**src/rtl/ppcpu_pkg.sv**
```systemverilog
// Shared types and constants for the pipelined CPU memory-side blocks.
// Holds the responder state encoding, the word width and the address decode helper.
package ppcpu_pkg;

  localparam int WORD_W = 32;

  // Byte-offset bits that must be zero for a word access.
  localparam logic [WORD_W-1:0] ALIGN_MASK = 32'h0000_0003;

  typedef enum logic [1:0] {
    IDLE = 2'd0,
    WAIT = 2'd1,
    RESP = 2'd2
  } state_e;

  // A word address is legal when aligned and inside the 2^depth_log2-word window.
  function automatic logic addr_err(input logic [WORD_W-1:0] a, input int depth_log2);
    return ((a & ALIGN_MASK) != '0) || ((a >> (depth_log2 + 2)) != '0);
  endfunction

endpackage

```
**src/rtl/mem_word_array.sv**
```systemverilog
// 2^DEPTH_LOG2 x 32 word store: synchronous write, registered read, no reset.
// The read register samples the pre-write contents when waddr == raddr.
module mem_word_array
  import ppcpu_pkg::*;
#(
  parameter int DEPTH_LOG2 = 6
) (
  input  logic                  Clock,
  input  logic                  we,
  input  logic [DEPTH_LOG2-1:0] waddr,
  input  logic [WORD_W-1:0]     wdata,
  input  logic [DEPTH_LOG2-1:0] raddr,
  output logic [WORD_W-1:0]     rdata
);

  logic [WORD_W-1:0] mem [2**DEPTH_LOG2];

  always_ff @(posedge Clock) begin
    if (we) begin
      mem[waddr] <= wdata;
    end
    rdata <= mem[raddr];
  end

endmodule

```
**src/rtl/stall_mem_responder.sv**
```systemverilog
// Memory responder with programmable wait states that freezes the pipeline while busy.
// Handshake: req is held with addr/we/wdata stable until ready; ready is a one-cycle strobe.
module stall_mem_responder
  import ppcpu_pkg::*;
#(
  parameter int DEPTH_LOG2  = 6,
  parameter int WAIT_CYCLES = 2
) (
  input  logic              Clock,
  input  logic              Resetn,
  input  logic              req,
  input  logic              we,
  input  logic [WORD_W-1:0] addr,
  input  logic [WORD_W-1:0] wdata,
  output logic [WORD_W-1:0] rdata,
  output logic              ready,
  output logic              err,
  output logic              stall,
  output state_e            state_dbg
);

  localparam int CNT_W = (WAIT_CYCLES > 0) ? $clog2(WAIT_CYCLES + 1) : 1;
  localparam logic [CNT_W-1:0] CNT_LOAD = CNT_W'(WAIT_CYCLES);
  localparam logic [CNT_W-1:0] CNT_ONE  = CNT_W'(1);

  state_e                state_q, state_d;
  logic [CNT_W-1:0]      cnt_q;
  logic [WORD_W-1:0]     addr_q, wdata_q;
  logic                  we_q;

  logic                  capture, enter_resp;
  logic [WORD_W-1:0]     cur_addr, cur_wdata;
  logic                  cur_we, cur_err;
  logic [DEPTH_LOG2-1:0] cur_idx, rsp_idx_q, arr_raddr;
  logic                  arr_we;
  logic [WORD_W-1:0]     arr_rdata;
  logic                  rd_sel_q;

  always_ff @(posedge Clock or negedge Resetn) begin
    if (!Resetn) begin
      state_q <= IDLE;
    end else begin
      state_q <= state_d;
    end
  end

  always_comb begin
    state_d = state_q;
    unique case (state_q)
      IDLE:    if (req) state_d = (WAIT_CYCLES == 0) ? RESP : WAIT;
      WAIT:    if (cnt_q == CNT_ONE) state_d = RESP;
      RESP:    state_d = IDLE;
      default: state_d = IDLE;
    endcase
  end

  always_comb begin
    stall     = ((state_q == IDLE) && req) || (state_q == WAIT);
    state_dbg = state_q;
  end

  // With zero wait states the capture and response edges coincide, so the
  // live request fields feed the decode while IDLE.
  assign capture    = (state_q == IDLE) && req;
  assign enter_resp = (state_d == RESP);
  assign cur_addr   = (state_q == IDLE) ? addr  : addr_q;
  assign cur_wdata  = (state_q == IDLE) ? wdata : wdata_q;
  assign cur_we     = (state_q == IDLE) ? we    : we_q;
  assign cur_err    = addr_err(cur_addr, DEPTH_LOG2);
  assign cur_idx    = cur_addr[DEPTH_LOG2+1:2];

  assign arr_we = enter_resp && cur_we && !cur_err;

  // Between responses the array keeps re-reading the last response index; that
  // word only changes on a write's response edge, which also zeroes rdata.
  assign arr_raddr = enter_resp ? cur_idx : rsp_idx_q;

  mem_word_array #(
    .DEPTH_LOG2(DEPTH_LOG2)
  ) u_mem (
    .Clock (Clock),
    .we    (arr_we),
    .waddr (cur_idx),
    .wdata (cur_wdata),
    .raddr (arr_raddr),
    .rdata (arr_rdata)
  );

  always_ff @(posedge Clock or negedge Resetn) begin
    if (!Resetn) begin
      cnt_q     <= '0;
      addr_q    <= '0;
      wdata_q   <= '0;
      we_q      <= 1'b0;
      rsp_idx_q <= '0;
      rd_sel_q  <= 1'b0;
      ready     <= 1'b0;
      err       <= 1'b0;
    end else begin
      if (capture) begin
        addr_q  <= addr;
        wdata_q <= wdata;
        we_q    <= we;
        cnt_q   <= CNT_LOAD;
      end else if (state_q == WAIT) begin
        cnt_q <= cnt_q - CNT_ONE;
      end
      ready <= enter_resp;
      err   <= enter_resp && cur_err;
      if (enter_resp) begin
        rsp_idx_q <= cur_idx;
        rd_sel_q  <= !cur_we && !cur_err;
      end
    end
  end

  assign rdata = rd_sel_q ? arr_rdata : '0;

endmodule
```
**config.mk**
```make
export PLATFORM = sky130hd
export DESIGN_NAME = stall_mem_responder
export DESIGN_NICKNAME = d
export VERILOG_FILES = /design/src/rtl/ppcpu_pkg.sv /design/src/rtl/mem_word_array.sv /design/src/rtl/stall_mem_responder.sv
export SDC_FILE = /design/constraint.sdc
export NUM_CORES = 2
export LEC_CHECK = 0
export CAP_MARGIN = 15
export CORE_MARGIN = 2
export CORE_UTILIZATION = 59
export DETAILED_ROUTE_END_ITERATION = 12
export HOLD_SLACK_MARGIN = 0.02
export PLACE_DENSITY_LB_ADDON = 0.25
export RECOVER_POWER = 25
export SLEW_MARGIN = 20
export SYNTH_ARGS = -nofsm -noshare
export SYNTH_HDL_FRONTEND = slang
export SYNTH_SLANG_ARGS = --single-unit
export TNS_END_PERCENT = 30
```
**constraint.sdc**
```tcl
create_clock -name Clock -period 11.2 [get_ports Clock]
set_clock_uncertainty 0.2 [all_clocks]
set_input_delay 2.24 -clock Clock [delete_from_list [all_inputs] [get_ports Clock]]
set_output_delay 2.24 -clock Clock [all_outputs]
set_load 0.02 [all_outputs]
```
# Word level (Yosys, flattened, before mapping)
# Memory sizes are Yosys's and may differ from the RTL's. A register that Yosys moved wholly into a read port is not among the register bits.
# Index checks and enable logic that the tools add are counted.
totals:
  in_bits: 68
  latchBits: 0
  register_bits: 78
  rom_bits: 0
  ram_bits: 2048
  elab_cells: 39
  output_inout_bits: 37
  memories: 1
memory_table:
  columns: ["name", "depth", "word_bits", "rd", "rd_clocked_by_memory_dff", "wr", "line_no", "source"]
  rows:
  - ["u_mem.mem", 64, 32, 1, 1, 1, "mem_word_array.sv:16", "logic [WORD_W-1:0] mem [2**DEPTH_LOG2];"]
op_classes:
  eq_ne: 3
  n_mul: 0
  n_bitwise: 0
  shift: 0
  div: 0
  order_cmp: 0
  add_sub_neg: 1
  reduce_logical: 13
  muxes: 12
ops:
  columns: ["operator", "count"]
  rows:
  - ["$mux W32", 3]
  - ["$reduce_bool A32 Y1", 2]
  - ["$mux W2", 4]
  - ["$mux W6", 1]
  - ["$logic_and A1 B1 Y1", 5]
  - ["$eq A2 B1 Y1 const B", 2]
  - ["$pmux W2 S2", 1]
  - ["$mux W1", 3]
  - ["$eq A2 B2 Y1 const B", 1]
  - ["$logic_not A1 Y1", 2]
  - ["$logic_not A2 Y1", 1]
  - ["$logic_or A1 B1 Y1", 2]
  - ["$reduce_bool A2 Y1", 1]
  - ["$sub A2 B1 Y2 const B", 1]

# Longest topological paths before layout
depth:
  depth_word: 8
  depth_mapped: 14
  depth_no_buf: 11

# Hierarchy
# A second synthesis with hierarchy kept.
hier_totals:
  cells_unflattened: 3593
  hier_area_um2: 82469.1
modules_own_cells:
  columns: ["module", "area_per_inst_um2", "instances", "cells_per_inst", "seq_area_each_um2"]
  rows:
  - ["mem_word_array", 78515.3, 1, 3324, 62139.6]
  - ["stall_mem_responder", 3953.8, 1, 269, 1951.9]

# Least setup slack after synthesis
# OpenSTA, ideal clock, no wires.
synth_timing:
  path_type: "input to register"
  start: "in addr[14]"
  end: "mem u_mem.mem[0][0] (enable)"
  cell_stages: 8
  setup_time_ns: 0.421
  path_buffers: 1
  arrival_time_ns: 4.866
  required_time_ns: 10.579
  slack_ns: 5.713
  cell_sequence: "nor4_1 -> nand4_1 -> nor2_1 -> o21ai_0 -> a21o_1 -> or2_2 -> clkbuf_1 -> nor2_1"
synth_between:
  elab_chain_len: 7
synth_lines:
  columns: ["element", "line_no", "source"]
  rows:
  - ["start, declared", "stall_mem_responder.sv:13", "input logic [WORD_W-1:0] addr,"]
  - ["$mux W32", "stall_mem_responder.sv:66", "assign cur_addr = (state_q == IDLE) ? addr : addr_q;"]
  - ["$reduce_bool A32 Y1", "ppcpu_pkg.sv:18", "return ((a & ALIGN_MASK) != '0) || ((a >> (depth_log2 + 2)) != '0);"]
  - ["$logic_or A1 B1 Y1", "ppcpu_pkg.sv:18", null]
  - ["$logic_not A1 Y1", "stall_mem_responder.sv:72", "assign arr_we = enter_resp && cur_we && !cur_err;"]
  - ["$logic_and A1 B1 Y1", "stall_mem_responder.sv:72", null]
  - ["$mux W1", "mem_word_array.sv:19", "if (we) begin"]
  - ["$mux W1 (implied by the code)", "mem_word_array.sv:20", "mem[waddr] <= wdata;"]
  - ["end, declared", "mem_word_array.sv:16", null]
# No other way between the ends.

# Worst setup path in the final report
layout_timing:
  start: "reg cnt_q[1]"
  end: "reg u_mem.rdata[22] (read register of u_mem.mem)"
layout_between:
  elab_chain_len: 5
layout_lines:
  columns: ["element", "line_no", "source"]
  rows:
  - ["start, declared", "stall_mem_responder.sv:27", "logic [CNT_W-1:0] cnt_q;"]
  - ["start signal, assigned", "stall_mem_responder.sv:106", "cnt_q <= cnt_q - CNT_ONE;"]
  - ["$eq A2 B1 Y1", "stall_mem_responder.sv:51", "WAIT: if (cnt_q == CNT_ONE) state_d = RESP;"]
  - ["$mux W2", "stall_mem_responder.sv:51", null]
  - ["$pmux W2 S2", "stall_mem_responder.sv:49", "unique case (state_q)"]
  - ["via state_d[1]", "stall_mem_responder.sv:26", "state_e state_q, state_d;"]
  - ["$eq A2 B2 Y1", "stall_mem_responder.sv:65", "assign enter_resp = (state_d == RESP);"]
  - ["$mux W6", "stall_mem_responder.sv:76", "assign arr_raddr = enter_resp ? cur_idx : rsp_idx_q;"]
  - ["end, declared", "mem_word_array.sv:13", "output logic [WORD_W-1:0] rdata"]
# The timed path passes the listed nets, and every way through them passes these cells.
# A chain may end at the register's enable or synchronous reset.

==> impl_metrics.toml <==
[outcome]
run_status = "complete, but fails checks"
violations = "capacitance limit, slew limit"

[die]
chipHeight_microns = 380
die_x_microns = 380
initial_core_util = 0.592
die-area_sq_um = 145000
boundaryPins = 105
design.core.area_sq_um = 141000
num_rows = 138

[critical_path]
r2r-end = "u_mem.rdata[22]"
path_max_fanout = 60
worstPathRequired_ps = 11760
worstSetupPathType = "reg2reg"
regToRegStartpoint = "cnt_q[1]"
cp-start-kind = "flop"
reg2reg_depth = 12
cp.arrival_ps = 7390
reg2reg_slack_ps = 4370
cp-end-kind = "flop"

[hold_path]
hold_depth = 1
hp-class = "reg2reg"
hold_start = "cnt_q[0]"
hold_path_end = "cnt_q[0]"

[synthesis]
synthArstFlopShare = 0.0361
synthCells = 5685
synth_nets = 5754
synth.distinct_cells = 47
syn_area_per_cell_sq_um = 14.7
yosysSeqAreaShare = 0.767
synthTopCellsByCount = "2048 x edfxtp_1, 1400 x nand2_1, 445 x nand3_1, 383 x mux2i_1, 235 x a31oi_1"
synth-seq-cells = 2158
yosys_warnings = 0
synth_area_leader_cell = "edfxtp_1"
synth_top_area_frac = 0.736
synthFlopType = "edfxtp_1"
synth.cell_area_sq_um = 83600
synth-edff-count = 2048
synth_most_common_cell = "edfxtp_1"
synthTopCellsByArea = "edfxtp_1 74%, nand2_1 6.3%, mux2i_1 4.6%, nand3_1 2.7%, dfrtp_1 2.3%"

[cts]
path_clk_slew_ps = 60
clock_sinks = 2158
clockBufferDepth = 3
cts_resized = 0
htree_levels = 4
numCtsBuffers = 205
ctsHoldBuffers = 0
cts_root_buffer = "clkbuf_16"
cts_tree = "done"
post_cts_buffers = 0
clk_latency_ps = 860

[placed_design]
dpl-instance-area_sq_um = 87000
gp_congestion = 0.948
place_ws_ps = 4990
io_buffers = 104
hpwl_mm = 139

[sta]
setup_ws_ps = 4370
hold_viol_final = 0
fin_tns_setup_ps = 0
fin_crit_sh = 0.610
max_freq_mhz = 146
tightest_slew_ps = 4300
maxSlewViolCount = 1521
slew_headroom = -1.87
final-setup-viol-count = 0
period_minus_slack_ps = 6830
rsz0062_at_grt = "false"

[global_route]
antenna_found_initial = 20
grt-ovfl-total = 0
grt_max_degree = 163
grt_pass1_wl_mm = 344
grt_pass1_vias = 47700
track_usage = 0.332

[pwr]
power_density_nw_per_um2 = 310
power.total_uw = 29100
leakage_uw = 0.0314
vdd_drop_max_mv = 0.774

[routing]
drtIter0Drc = 8993
wirelength_mm = 243
viasPerCell = 6.62
vias = 51500
drt_first_pass_iters = 9
ant_nets = 0
routedWlPerCell_microns = 31.2
drc = 0

[final_layout]
design_area_sq_um = 93900
final_nets = 5787
drive_gt1_frac = 0.0927
area_delta_synth_final_pct = 12.4

[flow_run]
cap_viol_max_count = 24
==> per-layer routing <==
metal,vias up,part of all wire,track usage,routed length [microns]
met5,-,0.0011,0,275
met4,20,0.045,0.134,11100
met3,543,0.15,0.105,35700
met2,3822,0.44,0.482,107000
met1,25600,0.37,0.471,89000
li1,21600,-,-,-
==> per-stage QoR <==
step | utilization | hold WS (ps) | std cells
4_1_cts | 0.664 | 298 | 7754
3_3_place_gp | 0.616 | 289 | 7377
6_report | 0.666 | 293 | 7784
2_1_floorplan | - | 258 | 5685
5_1_grt | 0.666 | 319 | 7774
3_5_place_dp | 0.617 | 287 | 7383
==> worst max-delay path by stage <==
stage             start                end  slack (ps)  depth (start not counted)
2_1_floorplan  addr[14]    u_mem.mem[0][0]        5710                          8
3_3_place_gp   addr[14]  u_mem.mem[22][23]        4950                          8
3_5_place_dp   addr[14]  u_mem.mem[28][18]        4990                          8
4_1_cts             req              stall        5090                          4
5_1_grt        cnt_q[1]    u_mem.rdata[19]        4110                         12
6_report       cnt_q[1]    u_mem.rdata[22]        4370                         12
==> critical path: stages (launching register included) <==
cell and delay [ps]:
dfrtp_1 380, inv_1 60, ha_1 190, nand3b_1 780
inv_1 720, mux2i_4 400, buf_4 560, buf_4 700
buf_4 730, nand3_1 190, a31oi_1 820, a221oi_1 460
a21o_1 410
==> kinds of logic after synthesis <==
logic type	Yosys count	synth area share
simple gates	2100	0.107
compound gates	599	0.0505
fa+ha+maj	1	0.000150
flops	2158	0.767
mux	454	0.0561
buf+inv	373	0.0192
==> registers in the layout, indices dropped and copies added, names as in the netlist <==
register     flops
addr_q          32
rsp_idx_q        6
state_dbg        2
we_q             1
u_mem.mem     2048
err              1
wdata_q         32
ready            1
rd_sel_q         1
u_mem.rdata     32
cnt_q            2
==> where the power goes <==
group	leakage, uW	switching, uW	internal (uW)	total (uW)
combinational	0.00841	8650	2400	11100
sequential	0.0197	216	10900	11200
clock	0.00325	3020	3870	6900
==> cell usage in the layout (no fill, tap or decap), types with 8 or more instances in the layout <==
cell                n
clkbuf_16         205
o22ai_1            47
nand4_1            83
a221o_1            12
a222oi_1           19
nor4_1             13
nand3_1           445
o221ai_1          100
mux2i_1           380
clkbuf_8           11
nand2_4            11
buf_12             19
a211oi_1           19
buf_4              55
clkinv_1           38
a31oi_1           235
nand3b_1           11
mux2_2             66
bufinv_16          18
nor2_4             65
a32oi_1            27
dfrtp_1            78
clkbuf_1           47
a21oi_1            68
dlygate4sd3_1      27
clkinv_2           31
and2_1             32
clkinv_16           8
buf_16             10
nand2_1          1387
diode_2            12
a221oi_1           17
a21o_1             21
or4_1              24
dfxtp_1            32
clkdlybuf4s50_1    76
edfxtp_1         2048
o31ai_1            13
==> cell type report <==
cell class | instances | area, sq um
Antenna cell | 12 | 30.0
Clock buffer | 260 | 5450
Clock inverter | 111 | 1260
Fill cell | 9492 | 47100
Inverter | 8 | 45.0
Multi-Input combinational cell | 3154 | 18600
Sequential cell | 2158 | 64100
Tap cell | 1890 | 2360
Timing Repair Buffer | 191 | 2120
Power figures use the tool's default switching activity.
